### src/rtl/iob_rr_merge_pkg.sv
// Shared definitions for the round-robin iob merge: FSM encoding and bus width helpers.
package iob_rr_merge_pkg;

    typedef enum logic {
        IDLE = 1'b0,
        BUSY = 1'b1
    } state_t;

    // Request slice layout, MSB first: {valid, addr, wdata, wstrb}.
    function automatic int req_width(input int addr_w, input int data_w);
        return 1 + addr_w + data_w + data_w / 8;
    endfunction

    // Response slice layout, MSB first: {rdata, ready}.
    function automatic int resp_width(input int data_w);
        return data_w + 1;
    endfunction

    function automatic int idx_width(input int n);
        return (n > 1) ? $clog2(n) : 1;
    endfunction

endpackage

### src/rtl/iob_rr_merge_if.sv
// Packed native-iob buses between N masters, the merge block and the shared slave.
interface iob_rr_merge_if
    import iob_rr_merge_pkg::*;
#(
    parameter int N_MASTERS = 2,
    parameter int ADDR_W    = 32,
    parameter int DATA_W    = 32
);
    localparam int REQ_W  = req_width(ADDR_W, DATA_W);
    localparam int RESP_W = resp_width(DATA_W);

    // Handshake: a request is held while valid until the paired ready is seen for one
    // cycle; ready carries rdata in that same cycle and is 0 with rdata 0 otherwise.
    logic [N_MASTERS*REQ_W-1:0]  m_req;
    logic [N_MASTERS*RESP_W-1:0] m_resp;
    logic [REQ_W-1:0]            s_req;
    logic [RESP_W-1:0]           s_resp;

    // Arbiter side.
    modport slave (
        input  m_req,
        input  s_resp,
        output m_resp,
        output s_req
    );

    // Environment side: the masters plus the shared slave.
    modport master (
        output m_req,
        output s_resp,
        input  m_resp,
        input  s_req
    );

endinterface

### src/rtl/iob_rr_pick.sv
// Combinational round-robin picker: first valid index scanning rr_ptr, rr_ptr+1, ... mod N.
module iob_rr_pick #(
    parameter int N     = 2,
    parameter int IDX_W = 1
) (
    input  logic [N-1:0]     valid,
    input  logic [IDX_W-1:0] rr_ptr,
    output logic             any_valid,
    output logic [IDX_W-1:0] winner
);
    localparam int SUM_W = IDX_W + 1;

    logic [SUM_W-1:0] sum;
    logic [IDX_W-1:0] idx;

    // Scan from farthest to nearest so the nearest valid index is assigned last.
    always_comb begin
        any_valid = 1'b0;
        winner    = '0;
        sum       = '0;
        idx       = '0;
        for (int k = N - 1; k >= 0; k--) begin
            sum = {1'b0, rr_ptr} + SUM_W'(k);
            if (sum >= SUM_W'(N)) begin
                sum = sum - SUM_W'(N);
            end
            idx = sum[IDX_W-1:0];
            if (valid[idx]) begin
                any_valid = 1'b1;
                winner    = idx;
            end
        end
    end

endmodule

### src/rtl/iob_rr_merge.sv
// Merges N native-iob masters onto one slave, one outstanding transaction at a time,
// with round-robin fairness (last-served master gets lowest priority next).
module iob_rr_merge
    import iob_rr_merge_pkg::*;
#(
    parameter int N_MASTERS = 2,
    parameter int ADDR_W    = 32,
    parameter int DATA_W    = 32
) (
    input  logic          clk,
    input  logic          rst,
    iob_rr_merge_if.slave bus,
    output state_t        fsm_state
);
    localparam int REQ_W  = req_width(ADDR_W, DATA_W);
    localparam int RESP_W = resp_width(DATA_W);
    localparam int STRB_W = DATA_W / 8;
    localparam int IDX_W  = idx_width(N_MASTERS);

    state_t             state, state_nx;
    logic [IDX_W-1:0]   rr_ptr, rr_ptr_nx;
    logic [IDX_W-1:0]   grant_idx, grant_idx_nx;
    logic [ADDR_W-1:0]  addr_q, addr_nx;
    logic [DATA_W-1:0]  wdata_q, wdata_nx;
    logic [STRB_W-1:0]  wstrb_q, wstrb_nx;

    logic [N_MASTERS-1:0] valid_vec;
    logic [ADDR_W-1:0]    addr_arr  [N_MASTERS];
    logic [DATA_W-1:0]    wdata_arr [N_MASTERS];
    logic [STRB_W-1:0]    wstrb_arr [N_MASTERS];

    logic                 any_valid;
    logic [IDX_W-1:0]     winner;
    logic                 s_ready;
    logic [DATA_W-1:0]    s_rdata;
    logic [N_MASTERS*RESP_W-1:0] resp_vec;

    always_comb begin
        for (int i = 0; i < N_MASTERS; i++) begin
            valid_vec[i] = bus.m_req[i*REQ_W + REQ_W - 1];
            addr_arr[i]  = bus.m_req[i*REQ_W + STRB_W + DATA_W +: ADDR_W];
            wdata_arr[i] = bus.m_req[i*REQ_W + STRB_W +: DATA_W];
            wstrb_arr[i] = bus.m_req[i*REQ_W +: STRB_W];
        end
    end

    assign s_ready = bus.s_resp[0];
    assign s_rdata = bus.s_resp[RESP_W-1:1];

    iob_rr_pick #(
        .N     (N_MASTERS),
        .IDX_W (IDX_W)
    ) u_pick (
        .valid     (valid_vec),
        .rr_ptr    (rr_ptr),
        .any_valid (any_valid),
        .winner    (winner)
    );

    always_ff @(posedge clk) begin
        if (rst) begin
            state     <= IDLE;
            rr_ptr    <= '0;
            grant_idx <= '0;
            addr_q    <= '0;
            wdata_q   <= '0;
            wstrb_q   <= '0;
        end else begin
            state     <= state_nx;
            rr_ptr    <= rr_ptr_nx;
            grant_idx <= grant_idx_nx;
            addr_q    <= addr_nx;
            wdata_q   <= wdata_nx;
            wstrb_q   <= wstrb_nx;
        end
    end

    // The request is always registered first, so the slave never sees a master combinationally.
    always_comb begin
        state_nx     = state;
        rr_ptr_nx    = rr_ptr;
        grant_idx_nx = grant_idx;
        addr_nx      = addr_q;
        wdata_nx     = wdata_q;
        wstrb_nx     = wstrb_q;
        case (state)
            IDLE: begin
                if (any_valid) begin
                    grant_idx_nx = winner;
                    addr_nx      = addr_arr[winner];
                    wdata_nx     = wdata_arr[winner];
                    wstrb_nx     = wstrb_arr[winner];
                    state_nx     = BUSY;
                end
            end
            BUSY: begin
                if (s_ready) begin
                    rr_ptr_nx = (grant_idx == IDX_W'(N_MASTERS - 1)) ? '0 : grant_idx + IDX_W'(1);
                    state_nx  = IDLE;
                end
            end
            default: state_nx = IDLE;
        endcase
    end

    always_comb begin
        resp_vec = '0;
        for (int i = 0; i < N_MASTERS; i++) begin
            if (state == BUSY && s_ready && grant_idx == IDX_W'(i)) begin
                resp_vec[i*RESP_W +: RESP_W] = {s_rdata, 1'b1};
            end
        end
    end

    assign bus.m_resp = resp_vec;
    assign bus.s_req  = (state == BUSY) ? {1'b1, addr_q, wdata_q, wstrb_q} : '0;
    assign fsm_state  = state;

endmodule

### src/flat_wrapper.sv
// flat-port wrapper written by rule: the top's interface ports become plain ports
module iob_rr_merge_flat import iob_rr_merge_pkg::*;
#(
    parameter int N_MASTERS = 2,
    parameter int ADDR_W    = 32,
    parameter int DATA_W    = 32
)
  (clk, rst, fsm_state, bus_m_req, bus_s_resp, bus_m_resp, bus_s_req);
  iob_rr_merge_if #(.N_MASTERS(N_MASTERS), .ADDR_W(ADDR_W), .DATA_W(DATA_W)) bus_i ();
  input  logic clk;
  input  logic rst;
  output state_t fsm_state;
  input wire logic [$bits(bus_i.m_req)-1:0] bus_m_req;
  input wire logic [$bits(bus_i.s_resp)-1:0] bus_s_resp;
  output wire logic [$bits(bus_i.m_resp)-1:0] bus_m_resp;
  output wire logic [$bits(bus_i.s_req)-1:0] bus_s_req;
  assign bus_i.m_req = bus_m_req;
  assign bus_i.s_resp = bus_s_resp;
  assign bus_m_resp = bus_i.m_resp;
  assign bus_s_req = bus_i.s_req;
  iob_rr_merge #(.N_MASTERS(N_MASTERS), .ADDR_W(ADDR_W), .DATA_W(DATA_W)) u_core (.clk(clk), .rst(rst), .bus(bus_i), .fsm_state(fsm_state));
endmodule
### config.mk
export PLATFORM = sky130hd
export DESIGN_NAME = iob_rr_merge_flat
export DESIGN_NICKNAME = d
export VERILOG_FILES = /design/src/rtl/iob_rr_merge_pkg.sv /design/src/rtl/iob_rr_merge_if.sv /design/src/rtl/iob_rr_pick.sv /design/src/rtl/iob_rr_merge.sv /design/src/flat_wrapper.sv
export SDC_FILE = /design/constraint.sdc
export NUM_CORES = 1
export LEC_CHECK = 0
export ABC_CLOCK_PERIOD_IN_PS = 1800
export CAP_MARGIN = 20
export CORE_AREA = 3 3 120 122
export CTS_BUF_LIST = sky130_fd_sc_hd__clkbuf_8
export CTS_CLUSTER_SIZE = 25
export DETAILED_ROUTE_END_ITERATION = 6
export DIE_AREA = 0 0 123 125
export PLACE_DENSITY = 0.73
export SLEW_MARGIN = 40
export SYNTH_ARGS = -nofsm -noshare
export SYNTH_HDL_FRONTEND = slang
export SYNTH_SLANG_ARGS = --single-unit
### constraint.sdc
create_clock -name clk -period 1.8 [get_ports clk]
set_input_delay 0.36 -clock clk [delete_from_list [all_inputs] [get_ports clk]]
set_output_delay 0.36 -clock clk [all_outputs]
set_load 0.05 [all_outputs]
[Word-level counts from Yosys, hierarchy flattened]
Index checks and enable logic that the tools add are counted.
W data, S select, Z words.
Operators by class
  add/sub/neg operators: 4
  $mul: 0
  divide/modulo/power cells: 0
  $lt $le $gt $ge: 5
  equal/unequal tests: 0
  shift-type cells: 0
  multiplexer cells: 26
  bitwise gates (word level): 3
  reduce and logical (&&, ||, !) cells: 5
Operators with widths (number)
  $mux W32: 6
  $mux W69: 1
  $mux W33: 2
  $mux W1: 13
  $mux W4: 3
  $ge A2 B2 Y1 const B: 2
  $lt A1 B2 Y1 const B: 2
  $reduce_and A2 Y1: 2
  $logic_and A1 B1 Y1: 3
  $add A1 B1 Y2 const B: 1
  $ge A1 B2 Y1 const B: 1
  $not A1 Y1: 2
  $not A1 Y2: 1
  $pmux W1 S2: 1
  $sub A1 B1 Y1 const B: 2
  $add A1 B1 Y1 const B: 1
Storage, ports and cells
  flip-flop bits (word level): 71
  latch bits: 0
  memory bits (writable): 0
  ROM bits: 0
  output and inout port bits: 136
  word-level logic and storage cells: 49
  memories kept: 0

[Logic depth before layout (Yosys ltp)]
Gate-level depths: netlist (run 1).
  word-level depth: 11
  gate-level depth with buffers: 6
  depth with buffers taken out: 3

[By module]
From an unflattened synthesis (run 1), not the netlist that was laid out.
Second synthesis, totals
  cells, all modules: 468
  area total of the unflattened synthesis: 4061.4 µm²
By module, submodules not included
  iob_rr_merge: times used 1, cells each 465, area an instance 4043.9 µm²
  iob_rr_pick: times used 1, cells each 3, area an instance 17.5 µm²

[Worst setup path after synthesis (run 1)]
Ideal clock, no wire load.
  kind: register to output
  start: register u_core.state (netlist: u_core.fsm_state)
  end: output port bus_m_resp[23]
  arrival time: 2.015 ns
  required time: 1.440 ns
  setup slack: -0.575 ns
  cell stages (with the launch flop): 6
  buffers on the path: 2
  path through: dfxtp_1 > buf_2 > nand2_1 > nor2_1 > buf_2 > and2_1
Between the ends
  word-level cells in the longest chain between the ends: 3
Ends and longest elaborated chain
  start, declared: RTL line iob_rr_merge.sv:20  | state_t state, state_nx;
  start signal, assigned: RTL line iob_rr_merge.sv:69  | state <= state_nx;
  $logic_and A1 B1 Y1 (2 in series): RTL line iob_rr_merge.sv:109  | if (state == BUSY && s_ready && grant_idx == IDX_W'(i)) begin
  $mux W33: RTL line iob_rr_merge.sv:109
  end, declared: RTL line flat_wrapper.sv:15  | output wire logic [$bits(bus_i.m_resp)-1:0] bus_m_resp;
Every way passes these cells.

[Final worst setup path (run 1)]
  start: register u_core.state (netlist: u_core.fsm_state)
  end: output port bus_m_resp[45]
The elaborated chain is that of the path after synthesis.

==> flow_summary.yaml, run 1 <==
final_layout:
  fin_area_mm2: 0.00980
  syn2layout_area_growth_pct: 131
  layout_commonest_cell: "clkdlybuf4s50_1"
  drive_gt1_frac: 0.368
  mostFrequentLayoutCells: "clkdlybuf4s50_1 (169), buf_12 (150), and2_4 (107), dfxtp_1 (69)"
  fin_util: 0.737
  final_cells: 1038
  final_nets: 1024
die:
  rows: 42
  die_x_um: 123
  die_h_um: 125
  ios: 309
  coreArea_mm2: 0.0133
  initial_core_util: 0.320
  dieArea_mm2: 0.0154
routing:
  ant_nets: 0
  drt-total-wl_mm: 22.1
  drc: 0
  via_per_inst: 5.39
  vias: 5600
  firstDrtPassIters: 5
  drt_iter0_markers: 289
  wire_per_inst_um: 21.3
sta:
  whs_ns: 0.496
  max_freq_mhz: 537
  worst_pin_slew_ns: 0.336
  finalWorstPathRequiredPeriod_ns: 1.86
  hold_viol_final: 0
  slew_viol_final: 0
  rsz0062_at_grt: "true"
  setup_ws_ns: -0.0610
  slew_headroom: 0.776
  setup_viol: 68
  fin_crit_sh: 1.03
  fin_tns_setup_ns: -1.58
  finClkSkew_ns: 0.0110
yosys:
  synth_cell_types: 25
  syn_nets: 730
  synthCells: 557
  ys_warn_count: 0
  syn_area_mm2: 0.00425
  avgSynthCellArea_um2: 7.63
  synth_seq_area_share: 0.335
  synth_seq_cells: 71
min_path:
  hold_path.class: "flip-flop to flip-flop"
cts:
  clk_path_buf_depth: 2
  numCtsBuffers: 9
  path_clk_slew_ns: 0.08
  cts_htree_levels: 3
  hold_buffers: 0
  numClockSinks: 71
  clk_latency_ns: 0.35
  clockRootBuffer: "clkbuf_8"
  cts_tree: "yes"
grt:
  grt_pass1_wl_mm: 31.1
  grt_use_total: 0.258
  antenna_found_initial: 5
  grt_pass1_vias: 5649
  grt_max_degree: 72
  gr-total-overflow: 0
run:
  maxCapViolations: 0
setup_path:
  crit_type: "flip-flop to output pin"
  crit_arrival_ns: 1.50
  rrSetupSlack_ns: 0.07
  slowest_delay_ns: 0.37
  start_kind: "flip-flop"
  crit_required_ns: 1.44
  crit_path_top_delay_cell: "dfxtp_4"
  end_kind: "output pin"
  path_cells: "nand2_4, nor2_4, buf_6, buf_12, and2_4, buf_12"
  crit_top_cell: "buf_12"
  critPathMaxFanout: 9
placement:
  place_congestion: 0.874
  dp_hpwl_mm: 15.1
  place_area_mm2: 0.00902
  port_buffers: 308
  place_ws_ns: -0.243
  dp_cells: 1001
outcome:
  violations: "negative setup slack"
  outcome: "finished with violations"
power:
  powerDensity_mw_per_mm2: 622
  leakage_nw: 3.82
  power_mw: 6.10
  ir_worst_vdd_uv: 474
==> cell families after synthesis <==
| family | count (synthesis) | share of synthesized area |
|---|---|---|
| flops | 71 | 0.335 |
| simple gates | 276 | 0.345 |
| compound gates | 140 | 0.229 |
| buf+inv | 70 | 0.0910 |
==> power breakdown <==
part | internal, mW | leakage, nW | switching [mW]
registers | 1.73 | 0.591 | 0.0858
logic | 1.23 | 3.09 | 1.17
clock network | 1.24 | 0.147 | 0.636
total | 4.20 | 3.82 | 1.89
==> layer usage <==
layer | global-route usage | vias up | part of all wire
li1 | - | 2560 | -
met3 | 0.0781 | 46 | 0.10
met4 | 0.129 | 0 | 0.043
met2 | 0.470 | 336 | 0.52
met1 | 0.263 | 2658 | 0.34
met5 | 0 | - | 0
==> worst paths after layout <==
| path | startpoint | to | cells after the start |
|---|---|---|---|
| max | u_core.fsm_state | bus_m_resp[45] | 6 |
| max reg2reg | u_core.fsm_state | u_core.addr_q[17] | 6 |
| min | u_core.addr_q[10] | u_core.addr_q[10] | 2 |
| min reg2reg | u_core.addr_q[10] | u_core.addr_q[10] | 2 |
==> flip-flops by register name (all words and copies together), names as in the netlist <==
name              count
u_core.wstrb_q        4
u_core.rr_ptr         1
u_core.grant_idx      1
u_core.wdata_q       32
u_core.addr_q        32
u_core.fsm_state      1
==> critical path: cells and delay by family, from the launching register on <==
kind          cells  cell delay, ns
buf+inv           3            0.41
flops             1            0.37
simple gates      3            0.37
==> cell type report <==
type | instances | area [um2]
diodes | 6 | 15.0
repair buffers | 351 | 5090
fillers | 858 | 3500
well taps | 176 | 220
clock inverters | 6 | 155
multi-input cells | 416 | 2740
inverters | 2 | 7.51
flip-flops and latches | 71 | 1430
clock buffers | 10 | 138
==> synthesized netlist by cell type (all sizes together) <==
cell    instances  area share
dfxtp          71        0.33
clkbuf         29       0.026
o32ai           1      0.0021
inv             2      0.0018
nor2b           1      0.0015
a21oi           1      0.0012
nor2           70       0.062
nor3            2      0.0024
a311oi         68        0.14
nand2           1     0.00088
and2          132        0.19
buf            39       0.063
and2b           1      0.0024
o21ai          68       0.080
nand3          68       0.080
nand2b          1      0.0015
o21ba           1      0.0038
a211oi          1      0.0018
==> repair_timing <==
| action | 4_1_cts | 5_1_grt |
|---|---|---|
| resized for setup | 33 | 63 |
| endpoints found under the setup margin | 66 | 143 |
| cloned | 4 | 5 |
| setup buffers | 7 | 2 |
| pin swaps | 13 | 16 |
Power figures use the tool's default switching activity.
==> inputs of run 2 (changes only) <==
--- a/config.mk
+++ b/config.mk
@@ -5,14 +5,14 @@
 export SDC_FILE = /design/constraint.sdc
 export NUM_CORES = 1
 export LEC_CHECK = 0
+export ABC_AREA = 1
 export ABC_CLOCK_PERIOD_IN_PS = 1800
-export CAP_MARGIN = 20
-export CORE_AREA = 3 3 120 122
+export CORE_AREA = 3 3 119 121
 export CTS_BUF_LIST = sky130_fd_sc_hd__clkbuf_8
 export CTS_CLUSTER_SIZE = 25
 export DETAILED_ROUTE_END_ITERATION = 6
-export DIE_AREA = 0 0 123 125
-export PLACE_DENSITY = 0.73
+export DIE_AREA = 0 0 122 124
+export PLACE_DENSITY = 0.78
 export SLEW_MARGIN = 40
 export SYNTH_ARGS = -nofsm -noshare
 export SYNTH_HDL_FRONTEND = slang
==> flow_summary.yaml, run 2 <==
setup_path:
  critPathMaxFanout: 9
  crit_required_ns: 1.44
  start_kind: "flip-flop"
  crit_type: "flip-flop to output pin"
  crit_arrival_ns: 1.45
  r2r-start: "u_core.fsm_state"
  r2r_end: "u_core.addr_q[22]"
  crit_buf_inv: 3
  critPathTopFamily: "buffers and inverters"
  rrSetupSlack_ns: 0.29
  crit_path_top_delay_cell: "dfxtp_4"
  end_kind: "output pin"
  slowest_delay_ns: 0.36
  ff2ff_path_depth: 8
  path_cells: "nand2_4, nor2_4, inv_6, buf_12, nor2_4, buf_12"
min_path:
  holdPathStages: 3
  hold_path.class: "input port to flip-flop"
  min_from: "bus_m_req[137]"
  min_to: "u_core.grant_idx"
outcome:
  violations: "negative setup slack"
  outcome: "finished with violations"
sta:
  worst_pin_slew_ns: 0.417
  finalWorstPathRequiredPeriod_ns: 1.81
  finClkSkew_ns: 0.0119
  slew_viol_final: 0
  rsz0062_at_grt: "true"
  setup_ws_ns: -0.00977
  slew_headroom: 0.722
  fin_tns_setup_ns: -0.0286
  hold_viol_final: 0
  setup_viol: 7
  fin_crit_sh: 1.01
  max_freq_mhz: 553
power:
  leakage_nw: 5.24
  powerDensity_mw_per_mm2: 548
  power_frac_comb: 0.441
  p_clk_frac: 0.238
  ir_worst_vdd_uv: 305
  p_int_mw: 3.66
  power_mw: 5.66
  p_seq_frac: 0.322
  p_sw_mw: 1.99
  p_sw_frac: 0.352
grt:
  gr-total-overflow: 0
  grt_max_degree: 51
  grt_pass1_wl_mm: 30.5
  grt_use_total: 0.259
  grt_pass1_vias: 5983
  antenna_found_initial: 0
cts:
  cts_htree_levels: 3
  hold_buffers: 0
  numClockSinks: 71
  clockRootBuffer: "clkbuf_8"
  path_clk_slew_ns: 0.07
  numCtsBuffers: 9
  clk_latency_ns: 0.34
  clk_path_buf_depth: 2
  cts_tree: "yes"
final_layout:
  n_antenna_cell: 0
  fillers: 880
  syn2layout_area_growth_pct: 119
  fin_util: 0.783
  multi_input_area_mm2: 0.00262
  reg_top3: "u_core.addr_q x32, u_core.wdata_q x32, u_core.wstrb_q x4"
  mostFrequentLayoutCells: "inv_1 (239), nand2_1 (204), clkdlybuf4s50_1 (169), buf_12 (153), nand3_1 (137)"
  layout_commonest_cell: "inv_1"
  drive_gt1_frac: 0.228
  final_nets: 1324
  register_area_mm2: 0.00143
die:
  initial_core_util: 0.357
  dieArea_mm2: 0.0151
  coreArea_mm2: 0.0132
  die_h_um: 124
  rows: 42
  ios: 309
  die_x_um: 122
yosys:
  synth_cell_types: 15
  synth.most_common_cell: "inv_1"
  synthCells: 858
  syn_nets: 1031
  synth.area.top_cells: "dfxtp_1 (30%), inv_1 (19%), nand2_1 (17%), nand3_1 (15%), a21oi_1 (7.3%)"
  yosysTopAreaCellShare: 0.302
  synth_edf_count: 0
  netlist_top_cells_count: "inv_1 (241), nand2_1 (207), nand3_1 (137)"
  syn_area_mm2: 0.00471
  synth-async-reset-ratio: 0
  synth_seq_cells: 71
  avgSynthCellArea_um2: 5.49
  ys.flop_type: "dfxtp_1"
  synth_seq_area_share: 0.302
  synth_largest_area_cell: "dfxtp_1"
  ys_warn_count: 0
placement:
  dp_hpwl_mm: 15.8
  port_buffers: 308
  place_ws_ns: -0.245
  place_congestion: 0.843
routing:
  firstDrtPassIters: 4
  drt_iter0_markers: 216
  via_per_inst: 4.63
  drt-total-wl_mm: 20.7
  ant_nets: 0
  wire_per_inst_um: 15.5
  vias: 6163
  drc: 0
run:
  maxCapViolations: 0
## run 2: worst max path at each step
stage,start,endpoint,slack (ns),cells past startpoint
6_report,u_core.fsm_state,bus_m_resp[55],-0.01,6
5_1_grt,u_core.fsm_state,bus_m_resp[10],-0.06,6
4_1_cts,u_core.fsm_state,bus_m_resp[55],-0.03,6
3_5_place_dp,bus_s_resp[0],bus_m_resp[55],-0.24,7
3_3_place_gp,bus_s_resp[0],bus_m_resp[55],-0.20,7
2_1_floorplan,u_core.fsm_state,bus_m_resp[10],-0.14,6
## run 2: timing repair
action	CTS	global route
setup buffers	2	1
gates resized for setup	6	5
hold endpoints to repair	0	0
pin swaps	1	1
cloned	0	2
setup endpoints to repair	64	90
## run 2: cell families after synthesis
group / count (synthesis) / share of synthesized area
compound gates: 71 / 0.0768
buf+inv: 300 / 0.252
flops: 71 / 0.302
simple gates: 416 / 0.369
## run 2: metal layers
layer  GRT usage  vias to the layer above  routed length (um)
met4      0.0994                        0                 637
met5           0                        -                   0
met3      0.0722                       38                1770
li1            -                     3087                   -
met2       0.515                      244               11100
met1       0.250                     2794                7160
## run 2: cell type report
class                   count  area share
clock inverters             7     0.00787
flip-flops and latches     71       0.138
inverters                 241      0.0883
well taps                 176      0.0213
multi-input cells         487       0.253
clock buffers               9      0.0120
repair buffers            341       0.479
## run 2: stage by stage
stage                     cells  hold slack (ns)  area, um2
after CTS                  1329            0.413      10300
after floorplan             858            0.444       5300
after global placement     1311            0.489      10000
after detailed placement   1311            0.505      10000
after global routing       1332            0.426      10300
final                      1332            0.437      10300
## run 2: worst register-to-register path: stages, from the launching register on
cell	delay, ns
dfxtp_4	0.36
buf_4	0.16
buf_12	0.20
inv_1	0.12
o21ai_4	0.11
buf_12	0.23
a21oi_1	0.09
nand2_1	0.08
inv_1	0.05
## run 2: power groups by stage
stage | sequential, mW | combinational (mW) | clock (mW)
global placement | 1.84 | 2.41 | 0
detailed placement | 1.86 | 2.45 | 0
global route | 1.84 | 2.66 | 1.46
floorplan | 1.84 | 1.26 | 0
finish | 1.82 | 2.49 | 1.34
CTS | 1.82 | 2.47 | 1.38
==> inputs of run 3 (changes only) <==
--- a/config.mk
+++ b/config.mk
@@ -17,3 +17,4 @@
 export SYNTH_ARGS = -nofsm -noshare
 export SYNTH_HDL_FRONTEND = slang
 export SYNTH_SLANG_ARGS = --single-unit
+export TNS_END_PERCENT = 100
==> results of run 3 <==
Final layout, timing and power as in run 2 (identical DEF).
